**config.mk**
```make
export PLATFORM = sky130hd
export DESIGN_NAME = serial_subtractor
export DESIGN_NICKNAME = d
export VERILOG_FILES = /design/src/rtl/serial_subtractor.sv
export SDC_FILE = /design/constraint.sdc
export NUM_CORES = 1
export LEC_CHECK = 0
export BUFFER_PORTS_ARGS = -buffer_cell sky130_fd_sc_hd__buf_2
export CAP_MARGIN = 20
export CORE_ASPECT_RATIO = 0.7
export CORE_MARGIN = 4
export CORE_UTILIZATION = 42
export CTS_CLUSTER_DIAMETER = 150
export DETAILED_ROUTE_END_ITERATION = 8
export PLACE_DENSITY = 0.75
export SLEW_MARGIN = 20
export SYNTH_ARGS = -nofsm -noshare
export SYNTH_HDL_FRONTEND = slang
export SYNTH_SLANG_ARGS = --single-unit
```
**constraint.sdc**
```tcl
create_clock -name clk -period 1.3 [get_ports clk]
set_clock_uncertainty 0.15 [all_clocks]
set_input_delay 0.26 -clock clk [delete_from_list [all_inputs] [get_ports clk]]
set_output_delay 0.26 -clock clk [all_outputs]
set_load 0.1 [all_outputs]
```
**src/rtl/serial_subtractor.sv**
```systemverilog
// serial_subtractor
//   Digit-serial subtractor: computes a - b - bin one digit_width-bit slice
//   per clock, rippling the borrow through a single flop. Operands enter and
//   results leave over valid/ready handshakes.
//
//   Parameters
//     width        operand/result width (integer multiple of digit_width)
//     digit_width  bits processed per clock (1..width)
//
//   Ports
//     clk        clock, all state updates on posedge
//     rst        synchronous active-high reset
//     in_valid   operand set presented
//     in_ready   block can accept operands (IDLE)
//     a, b, bin  minuend, subtrahend, borrow-in
//     out_valid  result held on diff/bout (DONE)
//     out_ready  consumer accepts result
//     diff       (a - b - bin) mod 2^width
//     bout       borrow-out, 1 iff a < b + bin (unsigned)
//     ovf        signed overflow, present only with SERIAL_SUBTRACTOR_OVF_EN
//
//   state | meaning
//   IDLE  | waiting for operands, in_ready=1
//   BUSY  | one digit subtracted per clock
//   DONE  | result held, out_valid=1, waiting for out_ready
module serial_subtractor #(
  parameter int width       = 8,
  parameter int digit_width = 1
) (
  input  logic             clk,
  input  logic             rst,
  input  logic             in_valid,
  output logic             in_ready,
  input  logic [width-1:0] a,
  input  logic [width-1:0] b,
  input  logic             bin,
  output logic             out_valid,
  input  logic             out_ready,
  output logic [width-1:0] diff,
  output logic             bout
`ifdef SERIAL_SUBTRACTOR_OVF_EN
  ,
  output logic             ovf
`endif
);

  localparam int ndig  = width / digit_width;
  localparam int cnt_w = (ndig > 1) ? $clog2(ndig) : 1;

  localparam logic [1:0] IDLE = 2'd0;
  localparam logic [1:0] BUSY = 2'd1;
  localparam logic [1:0] DONE = 2'd2;

  logic [1:0]             state;
  logic [width-1:0]       a_reg;
  logic [width-1:0]       b_reg;
  logic [cnt_w-1:0]       cnt;
  logic [digit_width:0]   dsub;
  logic [width-1:0]       dig_ext;
  logic                   last_digit;

  // bout doubles as the running borrow flop; its final value is the borrow-out.
  assign dsub = {1'b0, a_reg[digit_width-1:0]}
              - {1'b0, b_reg[digit_width-1:0]}
              - {{digit_width{1'b0}}, bout};

  assign dig_ext    = width'(dsub[digit_width-1:0]);
  assign last_digit = (cnt == cnt_w'(ndig - 1));

  assign in_ready  = (state == IDLE);
  assign out_valid = (state == DONE);

  always_ff @(posedge clk) begin
    if (rst) begin
      state <= IDLE;
      a_reg <= '0;
      b_reg <= '0;
      cnt   <= '0;
      diff  <= '0;
      bout  <= 1'b0;
    end else begin
      case (state)
        IDLE: begin
          if (in_valid) begin
            a_reg <= a;
            b_reg <= b;
            bout  <= bin;
            cnt   <= '0;
            state <= BUSY;
          end
        end
        BUSY: begin
          // Result digits enter at the top so the LSB digit ends at bit 0.
          diff  <= (diff >> digit_width) | (dig_ext << (width - digit_width));
          a_reg <= a_reg >> digit_width;
          b_reg <= b_reg >> digit_width;
          bout  <= dsub[digit_width];
          if (last_digit) begin
            cnt   <= '0;
            state <= DONE;
          end else begin
            cnt <= cnt + 1'b1;
          end
        end
        DONE: begin
          if (out_ready) state <= IDLE;
        end
        default: state <= IDLE;
      endcase
    end
  end

`ifdef SERIAL_SUBTRACTOR_OVF_EN
  // On the last digit the low-digit MSBs are the operand/result sign bits.
  always_ff @(posedge clk) begin
    if (rst) begin
      ovf <= 1'b0;
    end else if (state == BUSY && last_digit) begin
      ovf <= (a_reg[digit_width-1] ^ b_reg[digit_width-1])
           & (dsub[digit_width-1] ^ a_reg[digit_width-1]);
    end
  end
`endif

endmodule

```
After elaboration in Yosys (flattened, before gate mapping)
Index checks and enable logic that the tools add are counted.
{"block": "totals", "rom_bits": 0, "ram_bits": 0, "memories": 0, "latch_bits": 0, "output_inout_bits": 11, "reg_bits": 30, "elab_cells": 33}
{"block": "classes", "add_sub_neg": 3, "bitwise_logic": 1, "reduce_logical": 4, "n_mul": 0, "n_eq_ne": 6, "muxes": 13, "magnitude_cmp": 0, "n_div": 0, "shift": 0}
{"operator": "$pmux W8 S2", "count": 2}
{"operator": "$mux W8", "count": 2}
{"operator": "$or A7 B8 Y8", "count": 1}
{"operator": "$mux W2", "count": 3}
{"operator": "$mux W3", "count": 2}
{"operator": "$pmux W2 S3", "count": 1}
{"operator": "$pmux W3 S2", "count": 1}
{"operator": "$ne A2 B2 Y1 const B", "count": 2}
{"operator": "$add A3 B1 Y3 const B", "count": 1}
{"operator": "$eq A3 B3 Y1 const B", "count": 1}
{"operator": "$reduce_and A3 Y1", "count": 1}
{"operator": "$eq A2 B1 Y1 const B", "count": 1}
{"operator": "$eq A2 B2 Y1 const B", "count": 1}
{"operator": "$logic_not A2 Y1", "count": 1}
{"operator": "$ne A2 B1 Y1 const B", "count": 1}
{"operator": "$pmux W1 S2", "count": 1}
{"operator": "$reduce_and A2 Y1", "count": 1}
{"operator": "$reduce_bool A2 Y1", "count": 1}
{"operator": "$sub A1 B1 Y2", "count": 1}
{"operator": "$sub A2 B1 Y2", "count": 1}
{"operator": "$mux W1", "count": 1}

Logic depth before layout (Yosys ltp)
{"block": "logic_depth", "ltp_word": 3, "mapped_depth": 5}

Least setup slack after synthesis
No wires, ideal clock.
{"block": "synth_timing", "path_type": "reg-to-reg", "startpoint": "register state[1]", "endpoint": "register state[1]", "slack_ns": -1.151, "setup_ns": 0.071, "t_arrival_ns": 2.231, "period_less_slack_ns": 2.451, "stages_incl_launch_ff": 5, "path_buffers": 1, "cell_sequence": "dfxtp_1 clkbuf_2 nor2b_1 a22oi_1 nor2_1"}
{"block": "synth_via", "elab_chain_len": 3}
{"item": "from (decl)", "line_no": "54", "text": "logic [1:0] state;"}
{"item": "from (signal assigned)", "line_no": "75", "text": "state <= IDLE;"}
{"item": "from (signal assigned)", "line_no": "89", "text": "state <= BUSY;"}
{"item": "from (signal assigned)", "line_no": "100", "text": "state <= DONE;"}
{"item": "$eq A2 B2 Y1 *"}
{"item": "via out_valid", "line_no": "37", "text": "output logic out_valid,"}
{"item": "$ne A2 B1 Y1 (no line)"}
{"item": "$reduce_and A3 Y1 (no line)"}
Mark *: on every way through the listed nets, which the timed path passes. The rest lies on a longest branch.
A chain may end at the register's enable or synchronous reset.

Worst setup path after layout
{"block": "layout_timing", "startpoint": "register state[1]", "endpoint": "output out_valid"}
{"block": "layout_via", "elab_chain_len": 1}
{"item": "$eq A2 B2 Y1", "line_no": "71", "text": "assign out_valid = (state == DONE);"}
{"item": "to (decl)", "line_no": "37"}
No other way between the ends.

==> results.sh <==
export IMPL_ys_flop_type="dfxtp_1"
export IMPL_max_freq_mhz=671
export IMPL_dieArea_um2=4030
export IMPL_worst_r2r_cell_count=5
export IMPL_syn_area_um2=1290
export IMPL_critPathRequiredTime_ns=0.89
export IMPL_holdCritPathClass="primary input to flop"
export IMPL_routedWlPerCell_um=13.7
export IMPL_arrival_ns=1.08
export IMPL_initial_core_util=0.449
export IMPL_status="complete, but fails checks"
export IMPL_die_y_um=54.3
export IMPL_timing_final_crit_share=1.15
export IMPL_clk_latency_ns=0.28
export IMPL_synthMostInstantiatedCell="nor2_1"
export IMPL_synth_cell_type_count=24
export IMPL_h_tree_depth=2
export IMPL_reg2reg_from="state[1]"
export IMPL_ant_nets=0
export IMPL_min_period_ns=1.49
export IMPL_clkPwrFrac=0.386
export IMPL_fp_row_count=16
export IMPL_hp_start="b[7]"
export IMPL_p_comb_frac=0.180
export IMPL_worstHoldPathCells=3
export IMPL_first_pass_iters=4
export IMPL_p_seq_frac=0.434
export IMPL_avgSynthCellArea_um2=9.12
export IMPL_grt_ovfl_total=0
export IMPL_async_flop_share=0
export IMPL_place_gp_congestion=0.802
export IMPL_synth_seq_area_share=0.467
export IMPL_path_clk_slew_ns=0.06
export IMPL_synth_nets=165
export IMPL_crit_path_max_fanout=4
export IMPL_drc_errors=0
export IMPL_critPathKind="flop to output pin"
export IMPL_die_w_um=74.1
export IMPL_p_sw_w=0.000622
export IMPL_area_growth_pct=49.4
export IMPL_fin_tns_setup_ns=-1.90
export IMPL_fin_nets=209
export IMPL_drive_gt1_frac=0.462
export IMPL_yosysTopAreaCell="dfxtp_1"
export IMPL_synthTopCellsByCount="nor2_1 (36), dfxtp_1 (30), nand2_1 (14)"
export IMPL_cap_violations=0
export IMPL_hold_viol=0
export IMPL_rsz0062_at_grt="true"
export IMPL_nFillCells=217
export IMPL_grt_pass1_wl_um=4830
export IMPL_cts_max_path_buffers=2
export IMPL_seq_area_um2=617
export IMPL_num_antenna_cells=0
export IMPL_r2r_slack_ns=-0.13
export IMPL_grt_max_degree=16
export IMPL_grt_pass1_vias=1058
export IMPL_io_buffers=31
export IMPL_synth_ff_latch_count=30
export IMPL_drtIter0Drc=60
export IMPL_fin_ws_ns=-0.191
export IMPL_setup_viol=19
export IMPL_violations="setup timing"
export IMPL_cts_tree="yes"
export IMPL_multi_input_area_um2=654
export IMPL_r2r_end="bout"
export IMPL_grtUsageTotal=0.161
export IMPL_synth_edf_count=0
export IMPL_cp_start_kind="flop"
export IMPL_cts_num_sinks=30
export IMPL_netlist_instances=141
export IMPL_synth_area_top_cells="dfxtp_1 (47%), o221ai_2 (12%), nor2_1 (11%)"
export IMPL_instances_no_fill=222
export IMPL_max_vdd_ir_drop_mv=0.901
export IMPL_place_inst=211
export IMPL_place_hpwl_um=2260
export IMPL_core_area_um2=2860
export IMPL_endpoint_kind="output pin"
export IMPL_swShare=0.265
export IMPL_wirelength_um=3040
export IMPL_min_to="b_reg[7]"
export IMPL_pwr_density_cell_nw_per_um2=1220
export IMPL_worst_pin_slew_ns=0.384
export IMPL_route_vias_total=1124
export IMPL_p_leak_nw=0.789
export IMPL_cts_hold_buf=0
export IMPL_yosysWarnings=0
export IMPL_pin_count=32
export IMPL_antenna_found_initial=0
export IMPL_intPower_w=0.00173
export IMPL_max_slew_margin_rel=0.743
export IMPL_via_per_inst=5.06
export IMPL_cts_buffers=5
export IMPL_slew_viol_final=0
export IMPL_cts_root_buf="clkbuf_8"
export IMPL_synth_top_area_frac=0.467
[worst max path at each step]
stage,depth (start not counted),start,to
after floorplan,4,state[1],state[1]
after global placement,5,in_valid,b_reg[0]
after detailed placement,5,in_valid,b_reg[2]
after CTS,3,state[1],out_valid
after global routing,3,state[1],out_valid
final,3,state[1],out_valid
[power groups by stage]
stage | Clock [W] | Sequential, W | Combinational [W]
after floorplan | 0 | 0.00109 | 0.000200
after global routing | 0.000962 | 0.00103 | 0.000453
final | 0.000907 | 0.00102 | 0.000422
after global placement | 0 | 0.00104 | 0.000376
after detailed placement | 0 | 0.00104 | 0.000395
after CTS | 0.000918 | 0.00102 | 0.000409
[cell usage in the layout (no fill, tap or decap)]
master / netlist / routed
a211oi_2: 0 / 1
a21oi_1: 10 / 10
a22oi_1: 4 / 3
a22oi_2: 0 / 1
buf_12: 0 / 11
buf_2: 6 / 20
buf_4: 0 / 9
buf_6: 2 / 7
buf_8: 0 / 1
bufinv_16: 0 / 1
clkbuf_8: 0 / 5
clkinv_2: 0 / 2
dfxtp_1: 30 / 19
dfxtp_2: 0 / 10
dfxtp_4: 0 / 1
fa_2: 0 / 1
ha_1: 2 / 2
inv_1: 4 / 4
mux2i_1: 1 / 1
nand2_1: 14 / 14
nand2b_4: 0 / 1
nand3b_1: 2 / 2
nor2_1: 36 / 35
nor2_4: 0 / 1
nor2b_1: 3 / 1
nor2b_4: 0 / 2
nor3_1: 1 / 1
o21ai_0: 2 / 2
o21ba_2: 1 / 1
o21bai_1: 1 / 1
o221ai_1: 5 / 4
o221ai_2: 10 / 11
or3b_1: 1 / 1
[per-stage QoR]
step / power, W / setup slack [ns] / util / hold slack (ns) / area [um^2]
floorplan: 0.00129 / -0.183 / - / 0.270 / 1340
global placement: 0.00141 / -0.0773 / 0.604 / 0.304 / 1730
detailed placement: 0.00143 / -0.112 / 0.604 / 0.319 / 1730
CTS: 0.00235 / -0.198 / 0.662 / 0.105 / 1890
global route: 0.00244 / -0.225 / 0.671 / 0.118 / 1920
finish: 0.00235 / -0.191 / 0.671 / 0.108 / 1920
[kinds of logic (layout without fill, tap and decap cells)]
family                   count (synthesis)  count (layout)  share of synthesized area
multiplexers                             1               1                    0.00778
buffers and inverters                   15              60                     0.0623
adder cells (fa/ha/maj)                  3               3                     0.0350
AND/OR/NAND/NOR                         58              58                      0.188
AO/OA/AOI/OAI                           34              34                      0.240
flip-flops                              30              30                      0.467
[final cells by class]
class | instances | area share
multi-input combinational | 96 | 0.340
sequential | 30 | 0.321
timing repair buffer | 48 | 0.251
clock buffer | 5 | 0.0358
tap | 36 | 0.0234
clock inverter | 3 | 0.0208
inverter | 4 | 0.00781
[routing by layer]
| layer | up-vias | GRT usage | wire length (um) |
|---|---|---|---|
| li1 | 574 | - | - |
| met1 | 518 | 0.195 | 1390 |
| met2 | 27 | 0.269 | 1440 |
| met3 | 5 | 0.0569 | 187 |
| met4 | 0 | 0.0542 | 23 |
| met5 | - | 0 | 0 |
[worst max-delay path: stages, from the launching register on]
cell and delay (ns):
dfxtp_2 0.33, buf_6 0.11, nor2b_4 0.17, buf_12 0.18
[repair_timing]
item | 4_1_cts | 5_1_grt
gates cloned | 0 | 0
hold endpoints to repair | 0 | 0
pin swaps | 1 | 0
buffers inserted | 2 | 2
resized for setup | 12 | 3
endpoints found under the setup margin | 27 | 28
(Power assumes the default switching activity.)
